### src/rtl/acc_pkg.sv
// Shared definitions for the accumulate sequencer: FSM state encoding and
// the index-width helpers used to size counters and interface fields.
package acc_pkg;

  typedef enum logic [1:0] {
    IDLE = 2'b00,
    RUN  = 2'b01,
    OUT  = 2'b10,
    DONE = 2'b11
  } state_e;

  // Ceiling log2; clog2(1) = 0.
  function automatic int clog2(input int value);
    int result;
    int rem;
    result = 0;
    rem    = value - 1;
    while (rem > 0) begin
      result = result + 1;
      rem    = rem >> 1;
    end
    return result;
  endfunction

  // Width of an index that spans 0..count-1, never narrower than one bit.
  function automatic int idx_w(input int count);
    return (clog2(count) < 1) ? 1 : clog2(count);
  endfunction

endpackage

### src/rtl/acc_seq_ctrl_if.sv
// Control/status bundle between the accumulate sequencer and its datapath.
// The master drives run control and operand availability; the slave sequences.
interface acc_seq_ctrl_if
  import acc_pkg::*;
#(
  parameter int TAPS    = 4,
  parameter int NEURONS = 10
);

  localparam int TAP_W = idx_w(TAPS);
  localparam int NRN_W = idx_w(NEURONS);

  logic             start;
  logic             abort;
  logic             in_valid;
  logic             sel;
  logic             acc_en;
  logic             en;
  logic [TAP_W-1:0] tap_idx;
  logic [NRN_W-1:0] nrn_idx;
  logic             busy;
  logic             done;

  modport master (
    output start, abort, in_valid,
    input  sel, acc_en, en, tap_idx, nrn_idx, busy, done
  );

  modport slave (
    input  start, abort, in_valid,
    output sel, acc_en, en, tap_idx, nrn_idx, busy, done
  );

endinterface

### src/rtl/mod_counter.sv
// Saturating up-counter 0..MAX with synchronous clear; `last` flags MAX so the
// owner can decide what happens at the end of the range.
module mod_counter
  import acc_pkg::*;
#(
  parameter  int MAX = 3,
  localparam int W   = idx_w(MAX + 1)
) (
  input  logic         clk,
  input  logic         rst_n,
  input  logic         clr,
  input  logic         inc,
  output logic [W-1:0] q,
  output logic         last
);

  logic [W-1:0] q_q;
  logic [W-1:0] q_d;

  assign last = (q_q == W'(MAX));
  assign q    = q_q;

  // Increment is suppressed at MAX so the index can never wrap.
  always_comb begin
    q_d = q_q;
    if (clr) begin
      q_d = '0;
    end else if (inc && !last) begin
      q_d = q_q + 1'b1;
    end
  end

  // NOTE: state registers use non-blocking (<=) so every flop samples the
  // pre-edge values; blocking here would create order-dependent races.
  always_ff @(posedge clk or negedge rst_n) begin
    if (!rst_n) begin
      q_q <= '0;
    end else begin
      q_q <= q_d;
    end
  end

endmodule

### src/rtl/acc_seq_ctrl.sv
// Sequencer that walks TAPS operand pairs per neuron for NEURONS neurons,
// emitting accumulator load/add strobes, a per-neuron write and an end pulse.
module acc_seq_ctrl
  import acc_pkg::*;
#(
  parameter int TAPS    = 4,
  parameter int NEURONS = 10
) (
  input  logic          clk,
  input  logic          rst_n,
  acc_seq_ctrl_if.slave bus
);

  localparam int TAP_W = idx_w(TAPS);
  localparam int NRN_W = idx_w(NEURONS);

  state_e state_q;
  state_e state_d;

  logic             tap_clr;
  logic             tap_inc;
  logic             tap_last;
  logic [TAP_W-1:0] tap_q;

  logic             nrn_clr;
  logic             nrn_inc;
  logic             nrn_last;
  logic [NRN_W-1:0] nrn_q;

  mod_counter #(.MAX(TAPS - 1)) u_tap_cnt (
    .clk   (clk),
    .rst_n (rst_n),
    .clr   (tap_clr),
    .inc   (tap_inc),
    .q     (tap_q),
    .last  (tap_last)
  );

  mod_counter #(.MAX(NEURONS - 1)) u_nrn_cnt (
    .clk   (clk),
    .rst_n (rst_n),
    .clr   (nrn_clr),
    .inc   (nrn_inc),
    .q     (nrn_q),
    .last  (nrn_last)
  );

  always_ff @(posedge clk or negedge rst_n) begin
    if (!rst_n) begin
      state_q <= IDLE;
    end else begin
      state_q <= state_d;
    end
  end

  // NOTE: every signal driven here gets a default before the case so no
  // path leaves it unassigned, which would otherwise infer a latch.
  always_comb begin
    state_d = state_q;
    tap_clr = 1'b0;
    tap_inc = 1'b0;
    nrn_clr = 1'b0;
    nrn_inc = 1'b0;

    unique case (state_q)
      IDLE: begin
        tap_clr = 1'b1;
        nrn_clr = 1'b1;
        if (bus.start) begin
          state_d = RUN;
        end
      end

      RUN: begin
        if (bus.abort) begin
          state_d = IDLE;
          tap_clr = 1'b1;
          nrn_clr = 1'b1;
        end else if (bus.in_valid) begin
          if (tap_last) begin
            state_d = OUT;
          end else begin
            tap_inc = 1'b1;
          end
        end
      end

      OUT: begin
        if (bus.abort) begin
          state_d = IDLE;
          tap_clr = 1'b1;
          nrn_clr = 1'b1;
        end else if (nrn_last) begin
          state_d = DONE;
        end else begin
          state_d = RUN;
          tap_clr = 1'b1;
          nrn_inc = 1'b1;
        end
      end

      DONE: begin
        state_d = IDLE;
        tap_clr = 1'b1;
        nrn_clr = 1'b1;
      end

      default: begin
        state_d = IDLE;
        tap_clr = 1'b1;
        nrn_clr = 1'b1;
      end
    endcase
  end

  // Strobes decode straight from state so reset clears them without a clock.
  assign bus.acc_en  = (state_q == RUN) && bus.in_valid;
  assign bus.sel     = (state_q == RUN) && bus.in_valid && (tap_q == '0);
  assign bus.en      = (state_q == OUT);
  assign bus.done    = (state_q == DONE);
  assign bus.busy    = (state_q == RUN) || (state_q == OUT);
  assign bus.tap_idx = tap_q;
  assign bus.nrn_idx = nrn_q;

endmodule

### src/flat_wrapper.sv
// flat-port wrapper written by rule: the top's interface ports become plain ports
module acc_seq_ctrl_flat import acc_pkg::*;
#(
  parameter int TAPS    = 4,
  parameter int NEURONS = 10
)
  (clk, rst_n, bus_start, bus_abort, bus_in_valid, bus_sel, bus_acc_en, bus_en, bus_tap_idx, bus_nrn_idx, bus_busy, bus_done);
  acc_seq_ctrl_if #(.TAPS(TAPS), .NEURONS(NEURONS)) bus_i ();
  input  logic clk;
  input  logic rst_n;
  input wire logic [$bits(bus_i.start)-1:0] bus_start;
  input wire logic [$bits(bus_i.abort)-1:0] bus_abort;
  input wire logic [$bits(bus_i.in_valid)-1:0] bus_in_valid;
  output wire logic [$bits(bus_i.sel)-1:0] bus_sel;
  output wire logic [$bits(bus_i.acc_en)-1:0] bus_acc_en;
  output wire logic [$bits(bus_i.en)-1:0] bus_en;
  output wire logic [$bits(bus_i.tap_idx)-1:0] bus_tap_idx;
  output wire logic [$bits(bus_i.nrn_idx)-1:0] bus_nrn_idx;
  output wire logic [$bits(bus_i.busy)-1:0] bus_busy;
  output wire logic [$bits(bus_i.done)-1:0] bus_done;
  assign bus_i.start = bus_start;
  assign bus_i.abort = bus_abort;
  assign bus_i.in_valid = bus_in_valid;
  assign bus_sel = bus_i.sel;
  assign bus_acc_en = bus_i.acc_en;
  assign bus_en = bus_i.en;
  assign bus_tap_idx = bus_i.tap_idx;
  assign bus_nrn_idx = bus_i.nrn_idx;
  assign bus_busy = bus_i.busy;
  assign bus_done = bus_i.done;
  acc_seq_ctrl #(.TAPS(TAPS), .NEURONS(NEURONS)) u_core (.clk(clk), .rst_n(rst_n), .bus(bus_i));
endmodule
### config.mk
export PLATFORM = sky130hd
export DESIGN_NAME = acc_seq_ctrl_flat
export DESIGN_NICKNAME = d
export VERILOG_FILES = /design/src/rtl/acc_pkg.sv /design/src/rtl/acc_seq_ctrl_if.sv /design/src/rtl/mod_counter.sv /design/src/rtl/acc_seq_ctrl.sv /design/src/flat_wrapper.sv
export SDC_FILE = /design/constraint.sdc
export NUM_CORES = 1
export LEC_CHECK = 0
export BUFFER_PORTS_ARGS = -buffer_cell sky130_fd_sc_hd__buf_4
export CELL_PAD_IN_SITES_DETAIL_PLACEMENT = 0
export CELL_PAD_IN_SITES_GLOBAL_PLACEMENT = 1
export CORE_MARGIN = 3
export CORE_UTILIZATION = 37
export DETAILED_ROUTE_END_ITERATION = 6
export HOLD_SLACK_MARGIN = 0.15
export PLACE_DENSITY_LB_ADDON = 0.1
export RECOVER_POWER = 25
export SYNTH_ARGS = -nofsm -noshare
export SYNTH_HDL_FRONTEND = slang
export SYNTH_SLANG_ARGS = --single-unit
### constraint.sdc
create_clock -name clk -period 1.62 [get_ports clk]
set_input_delay 0.243 -clock clk [delete_from_list [all_inputs] [get_ports clk]]
set_output_delay 0.243 -clock clk [all_outputs]
set_load 0.01 [all_outputs]
==> results.txt, run 1 <==
----------------------------------------------------
[Worst setup path]
  Max FO, Critical Path ... 5
  Critical Path Max Stage Delay ... 0.51 ns
  Cell with the largest stage delay on the worst path ... sky130_fd_sc_hd__or4_1
  Worst r2r dst ... u_core.u_nrn_cnt.q[1]$_DFFE_PN0P_
  R2r setup slk ... 0.07 ns
  Type of element capturing the critical path ... flip-flop
  Kind of critical path ... flip-flop to flip-flop
  Critical Path AT ... 1.75 ns
  Cell Chain, Critical Path ... inv_1 > ha_1 > nand2b_1 > or4_1 > nand2_1
  Data required, critical path ... 1.81 ns
  Critical path startpoint category ... flip-flop
  Reg2reg path depth ... 5
  Reg2reg start ... u_core.state_q[1]$_DFFE_PN0P_

[Global route]
  Gr usage total ... 14.7%
  First-pass GRT wire length ... 2150 µm
  Antenna violations before repair ... 0
  Pin count of the biggest net entering global routing ... 9
  Via count of the first global-routing pass ... 492
  Global route overflow ... 0

[Floorplanning]
  Num rows ... 13
  Core Region ... 0.00138 mm²
  Die Footprint ... 0.00209 mm²
  Width of the die ... 45.7 µm
  Height of the die ... 45.7 µm
  Number of top-level pins ... 16
  Starting utilization of the core area ... 42.3%

[Detailed routing]
  Wire length per cell ... 13.1 µm
  First-pass detailed-route iteration total ... 1
  Routed wire length ... 1270 µm
  Post-route DRC ... 0
  Count of nets left with antenna violations after detail routing ... 0
  Mean number of vias per cell ... 5.14
  Total number of vias ... 499
  Count of routing violations after the opening detailed-route iteration ... 0

[Hold path]
  Hold EP ... u_core.state_q[1]$_DFFE_PN0P_
  Type of the worst min-delay path ... input pin to flip-flop
  Hold wc startpoint ... bus_abort
  Depth of the worst hold-timing path ... 4

[Synthesis]
  Multiplexer share of the synthesized area ... 5.14%
  Cell taking the most area after synthesis ... sky130_fd_sc_hd__dfrtp_1
  Gate Count Post-Synth ... 58
  Number of storage elements in the synthesis netlist ... 8
  Average footprint of a synthesized cell ... 10.1 µm²
  Syn_nets ... 73
  Number of library cell types mapped by synthesis ... 27
  Share of the synthesized area in compound gates (AO/OA/AOI/OAI) ... 9.21%
  Post-synthesis adder-cell area fraction ... 21.4%
  Largest cells by area after synthesis ... sky130_fd_sc_hd__dfrtp_1, sky130_fd_sc_hd__ha_1, sky130_fd_sc_hd__mux2i_1
  Dominant combinational cell family by area after synthesis ... simple AND/OR/NAND/NOR gates
  Syn Std Cell Area ... 584 µm²
  Synthesized-area fraction occupied by xor and xnor cells ... 3.00%
  Top cell type's share of synthesized area ... 34.3%
  Yosys warning count ... 0
  Simple-gate share of the synthesized area ... 22.5%
  Share of synthesized area occupied by flip-flops and latches ... 34.3%

[CTS]
  Buffer levels on the longest clock path ... 2
  Post-CTS setup buffer count ... 0
  TritonCTS clock tree ... yes
  Count of clock tree sinks ... 8
  Clock Pin Slew Worst Setup and Hold Paths ... 0.05 ns
  Number of H-tree branching levels ... 1
  TritonCTS Buffers ... 3
  Root Driver ... sky130_fd_sc_hd__clkbuf_4
  Worst-Skew Late Latency ... 0.25 ns

[Timing]
  Number of pins exceeding their max-slew limit in the final report ... 0
  Minimum period implied by the final worst setup slack ... 1.55 ns
  Portion of the clock cycle consumed by the worst path in the final layout ... 95.8%
  Smallest hold slack ... 0.350 ns
  Worst clock skew ... 0.00658 ns
  Peak clock frequency supported by timing ... 0.644 GHz
  Final-layout setup total negative slack ... 0 ns
  Setup repair after global routing missed its margin ... no
  Hold violation count in the final report ... 0
  Transition time at the pin with the least slew margin ... 0.443 ns
  Final setup vio count ... 0
  Relative slew slack ... 70.5%

[Placed design]
  Port buffer count ... 15
  Routability congestion estimate from global placement ... 0.683
  HPWL Detailed ... 977 µm

[Run status]
  Run status ... finished clean

[Final layout]
  Share of cells above drive strength 1 ... 34.1%
  Area used by multi-input combinational logic ... 367 µm²
  Post-layout net count ... 99
  Diode insertion count for antenna repair ... 0
  Most common library cell in the layout ignoring fill and taps ... sky130_fd_sc_hd__buf_4
  Filler Cell Count ... 132
  Register area ... 200 µm²
  Most used cells in the layout excluding fill and tap cells ... sky130_fd_sc_hd__buf_4, sky130_fd_sc_hd__ha_1, sky130_fd_sc_hd__dfrtp_1
  Area growth, synth to finish ... 35.3%

[Power]
  Power density relative to cell area ... 1360 mW/mm²
  Peak ir drop on the vdd network ... 0.662 mV
  Leakage power total ... 0.402 nW

[Job]
  Number of maximum-capacitance constraint violations ... 0

----------------------------------------------------
## where the power goes
group,switching [mW],leakage (nW),internal [mW]
registers,0.0291,0.109,0.239
logic,0.332,0.279,0.327
clock network,0.0657,0.0138,0.0846
total,0.427,0.402,0.651
## logic make-up (layout without fill, tap and decap cells)
kind of cell    count (synthesis)  in the layout
compound gates                  8              8
fa+ha+maj                      10             10
xor+xnor                        2              2
simple gates                   20             20
buf+inv                         7             31
mux                             3              3
flops                           8              8
## Yosys cell counts
library cell and number:
sky130_fd_sc_hd__a21oi_1 2, sky130_fd_sc_hd__a221oi_1 1, sky130_fd_sc_hd__a31o_2 1, sky130_fd_sc_hd__a32oi_1 1, sky130_fd_sc_hd__and2_1 1, sky130_fd_sc_hd__and3_1 1, sky130_fd_sc_hd__and3b_4 1, sky130_fd_sc_hd__and4b_2 1
sky130_fd_sc_hd__and4bb_2 1, sky130_fd_sc_hd__dfrtp_1 8, sky130_fd_sc_hd__ha_1 10, sky130_fd_sc_hd__inv_1 7, sky130_fd_sc_hd__mux2i_1 3, sky130_fd_sc_hd__nand2_1 2, sky130_fd_sc_hd__nand2b_1 2, sky130_fd_sc_hd__nand3b_1 1
sky130_fd_sc_hd__nand4_1 1, sky130_fd_sc_hd__nor2_1 4, sky130_fd_sc_hd__nor2b_1 1, sky130_fd_sc_hd__nor3b_1 1, sky130_fd_sc_hd__nor4_1 1, sky130_fd_sc_hd__o211ai_1 1, sky130_fd_sc_hd__o21ai_0 2, sky130_fd_sc_hd__or3_1 1
sky130_fd_sc_hd__or4_1 1, sky130_fd_sc_hd__xnor2_1 1, sky130_fd_sc_hd__xor2_1 1
## worst max-delay path, delay by kind of cell, from the launching register on
kind                       cells  cell delay (ns)
DFF                            1             0.36
buffers and inverters          1             0.10
adders and majority gates      1             0.35
and+or+nand+nor                3             0.67
## metrics by stage
stage | setup slack [ns] | instances | power [mW] | util [%] | cell area [µm²]
finish | 0.0682 | 97 | 1.08 | 57.2 | 791
global route | 0.000974 | 97 | 1.18 | 57.2 | 791
CTS | 0.0702 | 97 | 1.07 | 56.8 | 786
detailed placement | 0.0963 | 93 | 0.904 | 54.5 | 753
global placement | 0.105 | 93 | 0.905 | 54.5 | 753
floorplan | 0.0740 | 58 | 0.644 | - | 584
## final cells by class
| class | instances | share of cell area [%] |
|---|---|---|
| multi-input combinational | 43 | 46.4 |
| tap | 15 | 2.37 |
| clock buffer | 3 | 2.85 |
| sequential | 8 | 25.3 |
| timing repair buffer | 21 | 19.8 |
| inverter | 7 | 3.32 |
## state kept, by name, indices dropped and copies added (netlist names)
register	flops
u_core.state_q	2
u_core.u_nrn_cnt.q	4
u_core.u_tap_cnt.q	2
## repair_timing
action | in CTS | in global routing
endpoints found under the setup margin | 0 | 2
hold buffers | 1 | 0
resized for setup | 0 | 2
endpoints found under the hold margin | 8 | 0
## layer usage
layer	global-route usage [%]	vias up	share of wire, %
met3	3.16	4	4.8
met5	0	-	0
met2	21.7	11	48
met1	18.4	231	45
li1	-	253	-
met4	11.4	0	1.7
## worst max-delay path by stage
stage / from / to / slack [ns] / cells after the start
2_1_floorplan: u_core.state_q[0]$_DFFE_PN0P_ / u_core.u_nrn_cnt.q[1]$_DFFE_PN0P_ / 0.07 / 5
3_3_place_gp: u_core.state_q[0]$_DFFE_PN0P_ / u_core.u_nrn_cnt.q[0]$_DFFE_PN0P_ / 0.10 / 5
3_5_place_dp: u_core.state_q[1]$_DFFE_PN0P_ / u_core.u_nrn_cnt.q[1]$_DFFE_PN0P_ / 0.1 / 5
4_1_cts: u_core.state_q[1]$_DFFE_PN0P_ / bus_sel / 0.07 / 4
5_1_grt: u_core.state_q[1]$_DFFE_PN0P_ / u_core.u_nrn_cnt.q[1]$_DFFE_PN0P_ / 0.001 / 5
6_report: u_core.state_q[1]$_DFFE_PN0P_ / u_core.u_nrn_cnt.q[1]$_DFFE_PN0P_ / 0.07 / 5
Power figures use the tool's default switching activity.
==> run 2: changes to the inputs <==
--- a/config.mk
+++ b/config.mk
@@ -9,8 +9,10 @@
 export CELL_PAD_IN_SITES_DETAIL_PLACEMENT = 0
 export CELL_PAD_IN_SITES_GLOBAL_PLACEMENT = 1
 export CORE_MARGIN = 3
-export CORE_UTILIZATION = 37
+export CORE_UTILIZATION = 39
+export CTS_BUF_LIST = sky130_fd_sc_hd__clkbuf_8
 export DETAILED_ROUTE_END_ITERATION = 6
+export GPL_ROUTABILITY_DRIVEN = 0
 export HOLD_SLACK_MARGIN = 0.15
 export PLACE_DENSITY_LB_ADDON = 0.1
 export RECOVER_POWER = 25
==> results.txt, run 2 (synthesized netlist as in run 1, its figures left out) <==
----------------------------------------------------
[Run status]
  Run status ... finished clean (unchanged)

[Final layout]
  Area used by multi-input combinational logic ... 373 µm² (was 367 µm²)
  Area growth, synth to finish ... 38.3% (was 35.3%)
  Post-route insts no fill ... 96 (was 97)
  Post-layout net count ... 98 (was 99)
  Diode insertion count for antenna repair ... 0 (unchanged)
  Most common library cell in the layout ignoring fill and taps ... sky130_fd_sc_hd__buf_4 (unchanged)
  Summed area of non-filler cells in the final layout ... 808 µm² (was 791 µm²)
  Share of cells above drive strength 1 ... 33.3% (was 34.1%)
  Filler Cell Count ... 124 (was 132)
  Most used cells in the layout excluding fill and tap cells ... sky130_fd_sc_hd__buf_4, sky130_fd_sc_hd__ha_1, sky130_fd_sc_hd__dfrtp_1 (unchanged)
  Core utilization of the finished layout ... 59.9% (was 57.2%)
  Register area ... 200 µm² (unchanged)
  Flip-flop count of the largest register, all copies and words added ... 4 (unchanged)

[CTS]
  Root Driver ... sky130_fd_sc_hd__clkbuf_8 (was sky130_fd_sc_hd__clkbuf_4)
  Buffer levels on the longest clock path ... 2 (unchanged)
  Post-CTS setup buffer count ... 0 (unchanged)
  Worst-Skew Late Latency ... 0.23 ns (was 0.25 ns)
  TritonCTS clock tree ... yes (unchanged)
  Count of clock tree sinks ... 8 (unchanged)
  Number of H-tree branching levels ... 1 (unchanged)
  TritonCTS Buffers ... 3 (unchanged)
  Clock Pin Slew Worst Setup and Hold Paths ... 0.04 ns (was 0.05 ns)

[Power]
  Reported net switching power ... 433 µW (was 427 µW)
  Cell internal power dissipation ... 729 µW (was 651 µW)
  Overall power consumption ... 1.16 mW (was 1.08 mW)
  Switching share of total power ... 37.3% (was 39.6%)
  Leakage power total ... 0.401 nW (was 0.402 nW)
  Power density relative to cell area ... 1440 mW/mm² (was 1360 mW/mm²)
  Share of total power in sequential cells ... 23.4% (was 24.9%)
  Fraction of power consumed by the clock network ... 20.4% (was 14.0%)
  Peak ir drop on the vdd network ... 0.613 mV (was 0.662 mV)
  Part of the power in combinational logic ... 56.2% (was 61.1%)

[Detailed routing]
  Mean number of vias per cell ... 5.13 (was 5.14)
  First-pass detailed-route iteration total ... 2 (was 1)
  Total number of vias ... 492 (was 499)
  Routed wire length ... 1230 µm (was 1270 µm)
  Count of routing violations after the opening detailed-route iteration ... 1 (was 0)
  Wire length per cell ... 12.8 µm (was 13.1 µm)
  Post-route DRC ... 0 (unchanged)
  Count of nets left with antenna violations after detail routing ... 0 (unchanged)

[Global route]
  Pin count of the biggest net entering global routing ... 9 (unchanged)
  First-pass GRT wire length ... 2100 µm (was 2150 µm)
  Gr usage total ... 14.8% (was 14.7%)
  Via count of the first global-routing pass ... 501 (was 492)
  Global route overflow ... 0 (unchanged)
  Antenna violations before repair ... 0 (unchanged)

[Floorplanning]
  Width of the die ... 44.7 µm (was 45.7 µm)
  Core Region ... 0.00135 mm² (was 0.00138 mm²)
  Num rows ... 13 (unchanged)
  Height of the die ... 44.7 µm (was 45.7 µm)
  Number of top-level pins ... 16 (unchanged)
  Die Footprint ... 0.00200 mm² (was 0.00209 mm²)
  Starting utilization of the core area ... 43.3% (was 42.3%)

[Worst setup path]
  Data required, critical path ... 1.38 ns (was 1.81 ns)
  Type of element capturing the critical path ... output pin (was flip-flop)
  Kind of critical path ... flip-flop to output pin (was flip-flop to flip-flop)
  Critical path startpoint category ... flip-flop (unchanged)
  Critical Path AT ... 1.26 ns (was 1.75 ns)
  Max FO, Critical Path ... 5 (unchanged)

[Timing]
  Hold violation count in the final report ... 0 (unchanged)
  Number of pins exceeding their max-slew limit in the final report ... 0 (unchanged)
  Peak clock frequency supported by timing ... 0.664 GHz (was 0.644 GHz)
  Setup repair after global routing missed its margin ... no (unchanged)
  Portion of the clock cycle consumed by the worst path in the final layout ... 93.0% (was 95.8%)
  Smallest hold slack ... 0.379 ns (was 0.350 ns)
  Final setup vio count ... 0 (unchanged)
  Worst Setup Slack, final ... 0.114 ns (was 0.0682 ns)
  Minimum period implied by the final worst setup slack ... 1.51 ns (was 1.55 ns)
  Relative slew slack ... 70.2% (was 70.5%)
  Final-layout setup total negative slack ... 0 ns (unchanged)
  Worst clock skew ... 0.00210 ns (was 0.00658 ns)
  Transition time at the pin with the least slew margin ... 0.447 ns (was 0.443 ns)

[Job]
  Number of maximum-capacitance constraint violations ... 0 (unchanged)

[Placed design]
  Post-DP Area ... 746 µm² (was 753 µm²)
  Port buffer count ... 15 (unchanged)
  Count of placed standard cells including taps ... 92 (was 93)
  HPWL Detailed ... 977 µm (about the same)
  Setup slack after placement ... 0.109 ns (was 0.0963 ns)

[Hold path]
  Type of the worst min-delay path ... input pin to flip-flop (unchanged)

----------------------------------------------------
[run 2: layout make-up]
type / instances / share of cell area (%)
Sequential cell: 8 / 24.8
Clock buffer: 3 / 5.11
Timing Repair Buffer: 20 / 18.4
Multi-Input combinational cell: 43 / 46.1
Inverter: 7 / 3.25
Tap cell: 15 / 2.32
[run 2: repair_timing]
| item | in CTS | in global routing |
|---|---|---|
| hold endpoints to repair | 8 | 0 |
| hold buffers | 1 | 0 |
| gates resized for setup | 0 | 3 |
| setup endpoints to repair | 0 | 4 |
[run 2: final timing paths]
| kind | end | depth (start not counted) | slack (ns) | from |
|---|---|---|---|---|
| worst max-delay path | bus_sel | 5 | 0.11 | u_core.state_q[1]$_DFFE_PN0P_ |
| worst min-delay path | u_core.state_q[1]$_DFFE_PN0P_ | 4 | 0.38 | bus_abort |
| worst min register to register | u_core.u_tap_cnt.q[1]$_DFFE_PN0P_ | 2 | 0.58 | u_core.u_tap_cnt.q[1]$_DFFE_PN0P_ |
| max in group asynchronous | u_core.u_nrn_cnt.q[1]$_DFFE_PN0P_ | 2 | 0.84 | rst_n |
| min in group asynchronous | u_core.u_nrn_cnt.q[3]$_DFFE_PN0P_ | 2 | 0.47 | rst_n |
| worst max register to register | u_core.u_nrn_cnt.q[1]$_DFFE_PN0P_ | 5 | 0.13 | u_core.state_q[1]$_DFFE_PN0P_ |
[run 2: metal layers]
layer  track usage [%]  routed length [µm]
met1              18.4                 556
met2              23.8                 589
met3              2.39                  66
met4              9.04                  21
met5                 0                   0
[run 2: power groups by stage]
stage	registers (mW)	clock network [mW]	logic, mW
2_1_floorplan	0.282	0	0.362
3_3_place_gp	0.274	0	0.625
3_5_place_dp	0.275	0	0.629
4_1_cts	0.273	0.243	0.635
5_1_grt	0.280	0.256	0.741
6_report	0.272	0.237	0.653
[run 2: worst max-delay path, cell delays in order, from the launching register on]
cell,delay [ns]
sky130_fd_sc_hd__dfrtp_1,0.37
sky130_fd_sc_hd__inv_1,0.07
sky130_fd_sc_hd__buf_4,0.16
sky130_fd_sc_hd__ha_4,0.17
sky130_fd_sc_hd__and3_1,0.14
sky130_fd_sc_hd__buf_4,0.14
==> run 3: changes to the inputs <==
--- a/config.mk
+++ b/config.mk
@@ -6,10 +6,11 @@
 export NUM_CORES = 1
 export LEC_CHECK = 0
 export BUFFER_PORTS_ARGS = -buffer_cell sky130_fd_sc_hd__buf_4
+export CAP_MARGIN = 20
 export CELL_PAD_IN_SITES_DETAIL_PLACEMENT = 0
 export CELL_PAD_IN_SITES_GLOBAL_PLACEMENT = 1
 export CORE_MARGIN = 3
-export CORE_UTILIZATION = 39
+export CORE_UTILIZATION = 43
 export CTS_BUF_LIST = sky130_fd_sc_hd__clkbuf_8
 export DETAILED_ROUTE_END_ITERATION = 6
 export GPL_ROUTABILITY_DRIVEN = 0
==> constraint.sdc (replaced) <==
create_clock -name clk -period 1.9 [get_ports clk]
set_input_delay 0.285 -clock clk [delete_from_list [all_inputs] [get_ports clk]]
set_output_delay 0.285 -clock clk [all_outputs]
set_load 0.01 [all_outputs]
==> results.txt, run 3 (synthesized netlist as in run 1, its figures left out) <==
----------------------------------------------------
[Run status]
  Run status ... finished clean (unchanged)

[Timing]
  Minimum period implied by the final worst setup slack ... 1.61 ns
  Relative slew slack ... 71.1% (was 70.2%)
  Transition time at the pin with the least slew margin ... 0.433 ns (was 0.447 ns)
  Portion of the clock cycle consumed by the worst path in the final layout ... 84.8%
  Peak clock frequency supported by timing ... 0.621 GHz
  Final setup vio count ... 0 (unchanged)
  Setup repair after global routing missed its margin ... no (unchanged)
  Worst clock skew ... 0.00359 ns (was 0.00210 ns)
  Hold violation count in the final report ... 0 (unchanged)
  Final-layout setup total negative slack ... 0 ns (unchanged)
  Number of pins exceeding their max-slew limit in the final report ... 0 (unchanged)

[Global route]
  Pin count of the biggest net entering global routing ... 9 (unchanged)
  Antenna violations before repair ... 0 (unchanged)
  First-pass GRT wire length ... 2200 µm (was 2100 µm)
  Gr usage total ... 16.2% (was 14.8%)
  Via count of the first global-routing pass ... 460 (was 501)
  Global route overflow ... 0 (unchanged)

[CTS]
  Clock Pin Slew Worst Setup and Hold Paths ... 0.04 ns (about the same)
  Post-cts gate resize count ... 0 (unchanged)
  Number of H-tree branching levels ... 1 (unchanged)
  Buffer levels on the longest clock path ... 2 (unchanged)
  TritonCTS Buffers ... 3 (unchanged)
  Worst-Skew Late Latency ... 0.22 ns (was 0.23 ns)
  Count of clock tree sinks ... 8 (unchanged)
  Root Driver ... sky130_fd_sc_hd__clkbuf_8 (unchanged)
  TritonCTS clock tree ... yes (unchanged)

[Detailed routing]
  Count of nets left with antenna violations after detail routing ... 0 (unchanged)
  First-pass detailed-route iteration total ... 2 (unchanged)
  Mean number of vias per cell ... 5.12 (was 5.13)
  Wire length per cell ... 13.8 µm (was 12.8 µm)
  Count of routing violations after the opening detailed-route iteration ... 6 (was 1)
  Post-route DRC ... 0 (unchanged)
  Routed wire length ... 1260 µm (was 1230 µm)
  Total number of vias ... 466 (was 492)

[Final layout]
  Summed area of non-filler cells in the final layout ... 762 µm² (was 808 µm²)
  Diode insertion count for antenna repair ... 0 (unchanged)
  Flip-flop count of the largest register, all copies and words added ... 4 (unchanged)
  Most used cells in the layout excluding fill and tap cells ... sky130_fd_sc_hd__buf_4, sky130_fd_sc_hd__ha_1, sky130_fd_sc_hd__dfrtp_1 (unchanged)
  Filler Cell Count ... 107 (was 124)
  Core utilization of the finished layout ... 64.2% (was 59.9%)
  Area used by multi-input combinational logic ... 358 µm² (was 373 µm²)
  Area growth, synth to finish ... 30.4% (was 38.3%)
  Most common library cell in the layout ignoring fill and taps ... sky130_fd_sc_hd__buf_4 (unchanged)
  Register area ... 200 µm² (unchanged)
  Post-layout net count ... 94 (was 98)
  Share of cells above drive strength 1 ... 27.3% (was 33.3%)

[Worst setup path]
  Critical Path AT ... 1.77 ns (was 1.26 ns)
  Kind of critical path ... flip-flop to flip-flop (was flip-flop to output pin)
  Crit path capture ... u_core.u_nrn_cnt.q[1]$_DFFE_PN0P_ (was bus_sel)
  Cell Chain, Critical Path ... inv_1 > ha_1 > nand2b_1 > or4_1 > nand2_1 (was inv_1 > buf_4 > ha_4 > and3_1 > buf_4)
  Critical Path Max Stage Delay ... 0.51 ns (was 0.37 ns)
  Reg2reg path depth ... 5 (unchanged)
  Cell with the largest stage delay on the worst path ... sky130_fd_sc_hd__or4_1 (was sky130_fd_sc_hd__dfrtp_1)
  Launch point of the worst path ... u_core.state_q[0]$_DFFE_PN0P_ (was u_core.state_q[1]$_DFFE_PN0P_)
  Data required, critical path ... 2.06 ns (was 1.38 ns)
  Reg2reg start ... u_core.state_q[0]$_DFFE_PN0P_ (was u_core.state_q[1]$_DFFE_PN0P_)
  R2r setup slk ... 0.29 ns (was 0.13 ns)
  Max FO, Critical Path ... 4 (was 5)
  Worst r2r dst ... u_core.u_nrn_cnt.q[1]$_DFFE_PN0P_ (unchanged)
  Type of element capturing the critical path ... flip-flop (was output pin)
  Critical path startpoint category ... flip-flop (unchanged)

[Floorplanning]
  Num rows ... 12 (was 13)
  Number of top-level pins ... 16 (unchanged)
  Width of the die ... 42.9 µm (was 44.7 µm)
  Die Footprint ... 0.00184 mm² (was 0.00200 mm²)
  Core Region ... 0.00119 mm² (was 0.00135 mm²)
  Starting utilization of the core area ... 49.3% (was 43.3%)
  Height of the die ... 42.9 µm (was 44.7 µm)

[Power]
  Power density relative to cell area ... 1200 mW/mm² (was 1440 mW/mm²)
  Peak ir drop on the vdd network ... 0.726 mV (was 0.613 mV)
  Overall power consumption ... 917 µW (was 1.16 mW)
  Leakage power total ... 0.384 nW (was 0.401 nW)

[Job]
  Number of maximum-capacitance constraint violations ... 0 (unchanged)

[Placed design]
  Port buffer count ... 15 (unchanged)
  Post-DP Area ... 714 µm² (was 746 µm²)
  HPWL Detailed ... 1000 µm (was 977 µm)

[Hold path]
  Type of the worst min-delay path ... input pin to flip-flop (unchanged)

----------------------------------------------------
## run 3: through the flow
stage / setup slack [ns] / hold slack [ns] / std cells
after floorplan: 0.354 / -0.0106 / 58
after global placement: 0.316 / 0.108 / 87
after detailed placement: 0.292 / 0.108 / 87
after CTS: 0.285 / 0.425 / 91
after global routing: 0.156 / 0.453 / 91
final: 0.289 / 0.422 / 91
## run 3: report_power, final
part           switching [mW]  internal [mW]  leakage, nW  total (mW)
clock                  0.0615          0.137       0.0216       0.198
sequential             0.0339          0.205        0.109       0.239
combinational           0.254          0.226        0.253       0.480
## run 3: how the worst min path moves through the flow
stage                   start                                end  slack (ns)  cells past startpoint
global route        bus_abort  u_core.u_nrn_cnt.q[1]$_DFFE_PN0P_        0.45                      4
detailed placement      rst_n  u_core.u_nrn_cnt.q[1]$_DFFE_PN0P_        0.11                      1
finish              bus_abort  u_core.u_nrn_cnt.q[1]$_DFFE_PN0P_        0.42                      4
CTS                 bus_abort  u_core.u_nrn_cnt.q[1]$_DFFE_PN0P_        0.42                      4
floorplan               rst_n      u_core.state_q[0]$_DFFE_PN0P_       -0.01                      0
global placement        rst_n  u_core.u_nrn_cnt.q[1]$_DFFE_PN0P_        0.11                      1
## run 3: repair_timing
action | 4_1_cts | 5_1_grt
setup endpoints to repair | 0 | 0
hold buffers | 1 | 0
setup buffers | 0 | 0
endpoints found under the hold margin | 8 | 0
## run 3: routing by layer
metal	track usage, %	routed length, µm	up-vias
met5	0	0	-
met4	5.59	8	0
met3	4.66	58	2
met2	21.9	560	9
met1	24.0	630	212
li1	-	-	243
## run 3: worst max-delay path: cells and delay by family, from the launching register on
| kind | cells | cell delay [ns] |
|---|---|---|
| adder cells (fa/ha/maj) | 1 | 0.34 |
| AND/OR/NAND/NOR | 3 | 0.71 |
| buffers and inverters | 1 | 0.11 |
| flip-flops | 1 | 0.39 |
## run 3: final cells by class
type | count | share of cell area [%]
multi-input combinational | 43 | 47.0
sequential | 8 | 26.3
tap | 14 | 2.30
inverter | 7 | 3.45
clock buffer | 3 | 5.42
timing repair buffer | 16 | 15.6
